==> src/rtl/hazard_scoreboard_if.sv <==
// Decode/execute hazard bus between the pipeline control and hazard_scoreboard.
// master drives pipeline state and reads stall/forwarding decisions; slave is the scoreboard.
interface hazard_scoreboard_if #(
    parameter int NREG = 32,
    parameter int NFWD = 2,
    parameter int LW   = 3
);
    localparam int AW = $clog2(NREG);
    localparam int SW = $clog2(NFWD + 1);

    logic               hold;
    logic               flush;
    logic               id_valid;
    logic [AW-1:0]      id_rs1;
    logic [AW-1:0]      id_rs2;
    logic               id_rs1_used;
    logic               id_rs2_used;
    logic [AW-1:0]      id_rd;
    logic               id_regwrite;
    logic [LW-1:0]      id_lat;
    logic               ex_sb_valid;
    logic [AW-1:0]      ex_rd;
    logic [AW-1:0]      ex_rs1;
    logic [AW-1:0]      ex_rs2;
    logic [NFWD*AW-1:0] fwd_rd;
    logic [NFWD-1:0]    fwd_we;
    logic               cpl_valid;
    logic [AW-1:0]      cpl_rd;
    logic               id_stall;
    logic [SW-1:0]      fwd_a_sel;
    logic [SW-1:0]      fwd_b_sel;
    logic [NREG-1:0]    busy_vec;

    modport master (
        output hold, flush, id_valid, id_rs1, id_rs2, id_rs1_used, id_rs2_used,
               id_rd, id_regwrite, id_lat, ex_sb_valid, ex_rd, ex_rs1, ex_rs2,
               fwd_rd, fwd_we, cpl_valid, cpl_rd,
        input  id_stall, fwd_a_sel, fwd_b_sel, busy_vec
    );

    modport slave (
        input  hold, flush, id_valid, id_rs1, id_rs2, id_rs1_used, id_rs2_used,
               id_rd, id_regwrite, id_lat, ex_sb_valid, ex_rd, ex_rs1, ex_rs2,
               fwd_rd, fwd_we, cpl_valid, cpl_rd,
        output id_stall, fwd_a_sel, fwd_b_sel, busy_vec
    );
endinterface

==> src/rtl/hazard_scoreboard.sv <==
// Per-register latency scoreboard producing decode stalls (RAW and WAW),
// plus youngest-first operand forwarding selects over NFWD pipeline sources.
module hazard_scoreboard #(
    parameter int NREG = 32,
    parameter int NFWD = 2,
    parameter int LW   = 3
) (
    input  logic               clk,
    input  logic               reset,
    hazard_scoreboard_if.slave hs
);
    localparam int AW = $clog2(NREG);
    localparam int SW = $clog2(NFWD + 1);
    localparam logic [LW-1:0] LVAR = {LW{1'b1}};
    localparam logic [LW-1:0] ZERO = {LW{1'b0}};
    localparam logic [LW-1:0] ONE  = {{(LW-1){1'b0}}, 1'b1};
    localparam logic [AW-1:0] X0   = {AW{1'b0}};

    logic [LW-1:0]   cnt_r     [NREG];
    logic [LW-1:0]   cnt_nxt_s [NREG];
    logic [NREG-1:0] busy_s;
    logic            id_stall_s;
    logic            id_fire_s;
    logic [SW-1:0]   fwd_a_s;
    logic [SW-1:0]   fwd_b_s;

    // Occupancy view of the counters; x0 is never busy
    always_comb begin
        busy_s = {NREG{1'b0}};
        for (int r = 1; r < NREG; r++) begin
            busy_s[r] = (cnt_r[r] != ZERO);
        end
    end

    // RAW on either used source, or WAW on a live destination, holds decode
    always_comb begin
        id_stall_s = hs.id_valid &
                     ((hs.id_rs1_used & busy_s[hs.id_rs1]) |
                      (hs.id_rs2_used & busy_s[hs.id_rs2]) |
                      (hs.id_regwrite & (hs.id_rd != X0) & busy_s[hs.id_rd]));
        id_fire_s  = hs.id_valid & ~id_stall_s & ~hs.flush & ~hs.hold;
    end

    // Next counter value. A completion only matters on a busy register, which
    // lets a same-cycle fire to a free register take effect.
    always_comb begin
        for (int r = 0; r < NREG; r++) begin
            cnt_nxt_s[r] = cnt_r[r];
            if (r == 0) begin
                cnt_nxt_s[r] = ZERO;
            end else if (hs.cpl_valid && (hs.cpl_rd == AW'(r)) && busy_s[r]) begin
                cnt_nxt_s[r] = ZERO;
            end else if (hs.flush && !hs.hold && hs.ex_sb_valid && (hs.ex_rd == AW'(r))) begin
                cnt_nxt_s[r] = ZERO;
            end else if (hs.hold) begin
                cnt_nxt_s[r] = cnt_r[r];
            end else if (id_fire_s && hs.id_regwrite && (hs.id_rd == AW'(r)) && (hs.id_lat != ZERO)) begin
                cnt_nxt_s[r] = hs.id_lat;
            end else if ((cnt_r[r] != ZERO) && (cnt_r[r] != LVAR)) begin
                cnt_nxt_s[r] = cnt_r[r] - ONE;
            end else begin
                cnt_nxt_s[r] = cnt_r[r];
            end
        end
    end

    // Counter registers
    always_ff @(posedge clk) begin
        for (int r = 0; r < NREG; r++) begin
            if (reset) begin
                cnt_r[r] <= ZERO;
            end else begin
                cnt_r[r] <= cnt_nxt_s[r];
            end
        end
    end

    // Forwarding selects: scan oldest to youngest so the youngest match lands last
    always_comb begin
        fwd_a_s = {SW{1'b0}};
        fwd_b_s = {SW{1'b0}};
        for (int k = NFWD; k >= 1; k--) begin
            if (hs.fwd_we[k-1] && (hs.fwd_rd[(k-1)*AW +: AW] == hs.ex_rs1) && (hs.ex_rs1 != X0)) begin
                fwd_a_s = SW'(k);
            end else begin
                fwd_a_s = fwd_a_s;
            end
            if (hs.fwd_we[k-1] && (hs.fwd_rd[(k-1)*AW +: AW] == hs.ex_rs2) && (hs.ex_rs2 != X0)) begin
                fwd_b_s = SW'(k);
            end else begin
                fwd_b_s = fwd_b_s;
            end
        end
    end

    assign hs.id_stall  = id_stall_s;
    assign hs.fwd_a_sel = fwd_a_s;
    assign hs.fwd_b_sel = fwd_b_s;
    assign hs.busy_vec  = busy_s;
endmodule

==> src/flat_wrapper.sv <==
// flat-port wrapper written by rule: the top's interface ports become plain ports
module hazard_scoreboard_flat 
#(
    parameter int NREG = 32,
    parameter int NFWD = 2,
    parameter int LW   = 3
)
  (clk, reset, hs_hold, hs_flush, hs_id_valid, hs_id_rs1, hs_id_rs2, hs_id_rs1_used, hs_id_rs2_used, hs_id_rd, hs_id_regwrite, hs_id_lat, hs_ex_sb_valid, hs_ex_rd, hs_ex_rs1, hs_ex_rs2, hs_fwd_rd, hs_fwd_we, hs_cpl_valid, hs_cpl_rd, hs_id_stall, hs_fwd_a_sel, hs_fwd_b_sel, hs_busy_vec);
  hazard_scoreboard_if #(.NREG(NREG), .NFWD(NFWD), .LW(LW)) hs_i ();
  input  logic clk;
  input  logic reset;
  input wire logic [$bits(hs_i.hold)-1:0] hs_hold;
  input wire logic [$bits(hs_i.flush)-1:0] hs_flush;
  input wire logic [$bits(hs_i.id_valid)-1:0] hs_id_valid;
  input wire logic [$bits(hs_i.id_rs1)-1:0] hs_id_rs1;
  input wire logic [$bits(hs_i.id_rs2)-1:0] hs_id_rs2;
  input wire logic [$bits(hs_i.id_rs1_used)-1:0] hs_id_rs1_used;
  input wire logic [$bits(hs_i.id_rs2_used)-1:0] hs_id_rs2_used;
  input wire logic [$bits(hs_i.id_rd)-1:0] hs_id_rd;
  input wire logic [$bits(hs_i.id_regwrite)-1:0] hs_id_regwrite;
  input wire logic [$bits(hs_i.id_lat)-1:0] hs_id_lat;
  input wire logic [$bits(hs_i.ex_sb_valid)-1:0] hs_ex_sb_valid;
  input wire logic [$bits(hs_i.ex_rd)-1:0] hs_ex_rd;
  input wire logic [$bits(hs_i.ex_rs1)-1:0] hs_ex_rs1;
  input wire logic [$bits(hs_i.ex_rs2)-1:0] hs_ex_rs2;
  input wire logic [$bits(hs_i.fwd_rd)-1:0] hs_fwd_rd;
  input wire logic [$bits(hs_i.fwd_we)-1:0] hs_fwd_we;
  input wire logic [$bits(hs_i.cpl_valid)-1:0] hs_cpl_valid;
  input wire logic [$bits(hs_i.cpl_rd)-1:0] hs_cpl_rd;
  output wire logic [$bits(hs_i.id_stall)-1:0] hs_id_stall;
  output wire logic [$bits(hs_i.fwd_a_sel)-1:0] hs_fwd_a_sel;
  output wire logic [$bits(hs_i.fwd_b_sel)-1:0] hs_fwd_b_sel;
  output wire logic [$bits(hs_i.busy_vec)-1:0] hs_busy_vec;
  assign hs_i.hold = hs_hold;
  assign hs_i.flush = hs_flush;
  assign hs_i.id_valid = hs_id_valid;
  assign hs_i.id_rs1 = hs_id_rs1;
  assign hs_i.id_rs2 = hs_id_rs2;
  assign hs_i.id_rs1_used = hs_id_rs1_used;
  assign hs_i.id_rs2_used = hs_id_rs2_used;
  assign hs_i.id_rd = hs_id_rd;
  assign hs_i.id_regwrite = hs_id_regwrite;
  assign hs_i.id_lat = hs_id_lat;
  assign hs_i.ex_sb_valid = hs_ex_sb_valid;
  assign hs_i.ex_rd = hs_ex_rd;
  assign hs_i.ex_rs1 = hs_ex_rs1;
  assign hs_i.ex_rs2 = hs_ex_rs2;
  assign hs_i.fwd_rd = hs_fwd_rd;
  assign hs_i.fwd_we = hs_fwd_we;
  assign hs_i.cpl_valid = hs_cpl_valid;
  assign hs_i.cpl_rd = hs_cpl_rd;
  assign hs_id_stall = hs_i.id_stall;
  assign hs_fwd_a_sel = hs_i.fwd_a_sel;
  assign hs_fwd_b_sel = hs_i.fwd_b_sel;
  assign hs_busy_vec = hs_i.busy_vec;
  hazard_scoreboard #(.NREG(NREG), .NFWD(NFWD), .LW(LW)) u_core (.clk(clk), .reset(reset), .hs(hs_i));
endmodule
==> config.mk <==
export PLATFORM = sky130hd
export DESIGN_NAME = hazard_scoreboard_flat
export DESIGN_NICKNAME = d
export VERILOG_FILES = /design/src/rtl/hazard_scoreboard_if.sv /design/src/rtl/hazard_scoreboard.sv /design/src/flat_wrapper.sv
export SDC_FILE = /design/constraint.sdc
export NUM_CORES = 1
export LEC_CHECK = 0
export ABC_AREA = 1
export BUFFER_PORTS_ARGS = -buffer_cell sky130_fd_sc_hd__buf_2
export CORE_MARGIN = 8
export CORE_UTILIZATION = 56
export DETAILED_ROUTE_END_ITERATION = 12
export PLACE_DENSITY = 0.82
export SYNTH_ARGS = -nofsm -noshare
export SYNTH_HDL_FRONTEND = slang
export SYNTH_SLANG_ARGS = --single-unit
==> constraint.sdc <==
create_clock -name clk -period 3 [get_ports clk]
set_input_delay 0.3 -clock clk [delete_from_list [all_inputs] [get_ports clk]]
set_output_delay 0.3 -clock clk [all_outputs]
set_load 0.02 [all_outputs]
==> out/results.tsv <==
metric	value	unit
fraction of layout instances using a drive strength above 1	10.5	%
final hold violation count	0	
clock buffers created by TritonCTS	9	
first-pass GRT wire length	48.7	mm
gr ovfl total	0	
crit path max fanout	5	
DR pass1 iterations	6	
RSZ-0062 raised after global routing	false	
status	complete, no violations	
fmax	347	MHz
vias post-DR	10800	
Worst Skew	0.0111	ns
Nets	1923	
commonest register cell after synthesis	dfxtp_1	
core footprint	17100	um2
max-cap viol count	0	
leakage	0.00582	uW
ranking of synthesized cells by area	nand2_1 (23%), dfxtp_1 (19%), ha_1 (12%)	
IO Pins	97	
clk sink count	93	
Internal	4890	uW
Layout Cells excl Fill	1999	
met2 WL	13.7	mm
Syn-to-layout area delta	12.0	%
Initial Utilization	56.6	%
clock tree buffer depth	2	
die height	147	um
Remaining DRCs	0	
top sig layer	met4	
sw frac	53.7	%
EDFF count, synth	0	
Peak VDD IR	642	uV
DR iter-0 viols	873	
routed wire length	30.6	mm
Crit Path Class	flop to primary output	
Reg clk slew, reported paths	0.08	ns
Cells after Synth	1677	
largest net degree at the start of global routing	54	
final setup TNS	0	ns
Mean Syn Cell Area	5.76	um2
row count	48	
slew margin rel.	52.4	%
post-synthesis register bit count	93	
final setup fails	0	
area leader, netlist	nand2_1	
final max-slew violation count	0	
Startpoint Class	flop	
register area share after synthesis	19.3	%
Logic pwr share	67.2	%
max FFs per register	93	
top cell type's share of synthesized area	22.7	%
Die X	147	um
Biggest register	u_core.cnt_r	
placed cell count	1979	
number of distinct library cells after synthesis	40	
period utilization	96.0	%
antenna violations before repair	0	
DR vias/cell	5.38	
Root Driver	clkbuf_16	
Clock power frac	12.8	%
vias in the first global route	9900	
ys async rst share	0	%
post-DP HPWL	23.1	mm
total track usage	27.5	%
n_diodes	0	
WP data arrival	2.58	ns
worst skew pair latency	0.37	ns
Worst Path Required	2.70	ns
Die ar.	21700	um2
post-route minimum period	2.88	ns
synthesized cell area	9660	um2
YS warnings	0	
htree depth	3	
CTS tree	built	
detailed-route wire length per cell	15.3	um
register share of total power	20.0	%
syn_nets	1830	
Final ANT Viol Nets	0	
Critical Path End Type	primary output	
port bufs	95	
PwrDens	977	nW/um2
hold_ws	0.266	ns
Final Wtd Congestion	1.02	
biggest regs	u_core.cnt_r x93	
Hold WC Path Type	input pin to flop	
WL met1	12.9	mm
FILL cells	1632	
P_sw	5670	uW
Least-Margin Pin Slew	0.712	ns
metal3 WL	2.98	mm
## routing by layer
metal,vias up,GRT usage [%]
met5,-,0
met4,0,11.3
met3,73,4.43
met2,478,44.6
met1,4802,35.5
li1,5398,-
## power by group through the flow
| stage | Combinational [uW] | Sequential, uW | Clock, uW |
|---|---|---|---|
| 2_1_floorplan | 4940 | 2050 | 0 |
| 3_3_place_gp | 6720 | 2110 | 0 |
| 3_5_place_dp | 6830 | 2130 | 0 |
| 4_1_cts | 6880 | 2110 | 1370 |
| 5_1_grt | 7960 | 2170 | 1420 |
| 6_report | 7090 | 2110 | 1350 |
## layout by cell type, fill, tap and decap left out, drive strengths merged, types with 2 or more instances in the layout
cell,n
o21ai,95
a2111oi,2
nand2,594
nor3,14
bufinv,3
nor4,6
clkinv,3
buf,121
xnor2,6
a21oi,48
a41oi,2
clkbuf,9
nand4,27
nand3b,2
a31oi,7
o211ai,2
o31ai,2
xor2,37
ha,93
o2111ai,2
nor2,277
dfxtp,93
a221oi,2
nand3,97
o22ai,3
inv,223
## critical path, cell delays in order (launching register included)
cell and delay [ns]:
dfxtp_1 0.36, inv_1 0.09, ha_1 0.20, nand2_1 0.23, inv_1 0.17, o21ai_0 0.18
nand3_1 0.12, a21oi_1 0.17, nor2_1 0.07, nor2_2 0.22, o21ai_0 0.18, inv_1 0.08
buf_2 0.16
## logic make-up (layout without fill, tap and decap cells)
| kind of cell | count (synthesis) | after routing | synth area share [%] |
|---|---|---|---|
| AND/OR/NAND/NOR | 1018 | 1018 | 44.9 |
| buffers and inverters | 263 | 360 | 10.7 |
| AO/OA/AOI/OAI | 166 | 166 | 9.19 |
| adder cells (fa/ha/maj) | 93 | 93 | 12.1 |
| flip-flops | 93 | 93 | 19.3 |
| XOR/XNOR | 43 | 43 | 3.90 |
| other | 1 | 1 | 0.0388 |
## synth_stat cells (7+ instances only)
cell type    n
nand3_2     14
xor2_1      37
nor2_1     273
nand2_1    584
buf_2        9
clkbuf_1    22
o21ai_0     93
ha_1        93
nor3_1      14
dfxtp_1     93
nand4_1     27
inv_1      219
nand3_4     12
nand3_1     71
nand2_2     10
a21oi_1     48
a31oi_1      7
## timing repair
item,in CTS,in global routing
hold buffers,0,0
endpoints found under the setup margin,0,77
buffers inserted,0,5
resized for setup,0,6
## metrics by stage
| stage | power, uW | setup slack [ns] | util [%] | instance area (um2) |
|---|---|---|---|---|
| final | 10600 | 0.120 | 63.4 | 10800 |
| after global routing | 11600 | 0.00780 | 63.4 | 10800 |
| after CTS | 10400 | 0.0891 | 63.0 | 10700 |
| after detailed placement | 8970 | 0.194 | 61.0 | 10400 |
| after global placement | 8830 | 0.263 | 61.0 | 10400 |
| after floorplan | 6990 | 0.599 | - | 9660 |
## worst paths after layout
kind	from	end	slack, ns	depth (start not counted)
max	u_core.cnt_r[2][21]	hs_id_stall	0.12	12
min	hs_hold	u_core.cnt_r[0][18]	0.27	4
max reg2reg	u_core.cnt_r[2][21]	u_core.cnt_r[0][11]	0.16	17
min reg2reg	u_core.cnt_r[3][6]	u_core.cnt_r[3][6]	0.49	2
## final cells by class
type	count	area (um2)	share of cell area, %
clock inverter	6	111	1.03
multi-input combinational	1321	6780	62.7
inverter	224	841	7.78
clock buffer	9	225	2.08
sequential	93	1860	17.2
timing repair buffer	121	708	6.55
tap	225	282	2.60
Note: power is estimated with default switching activity, not from simulation.
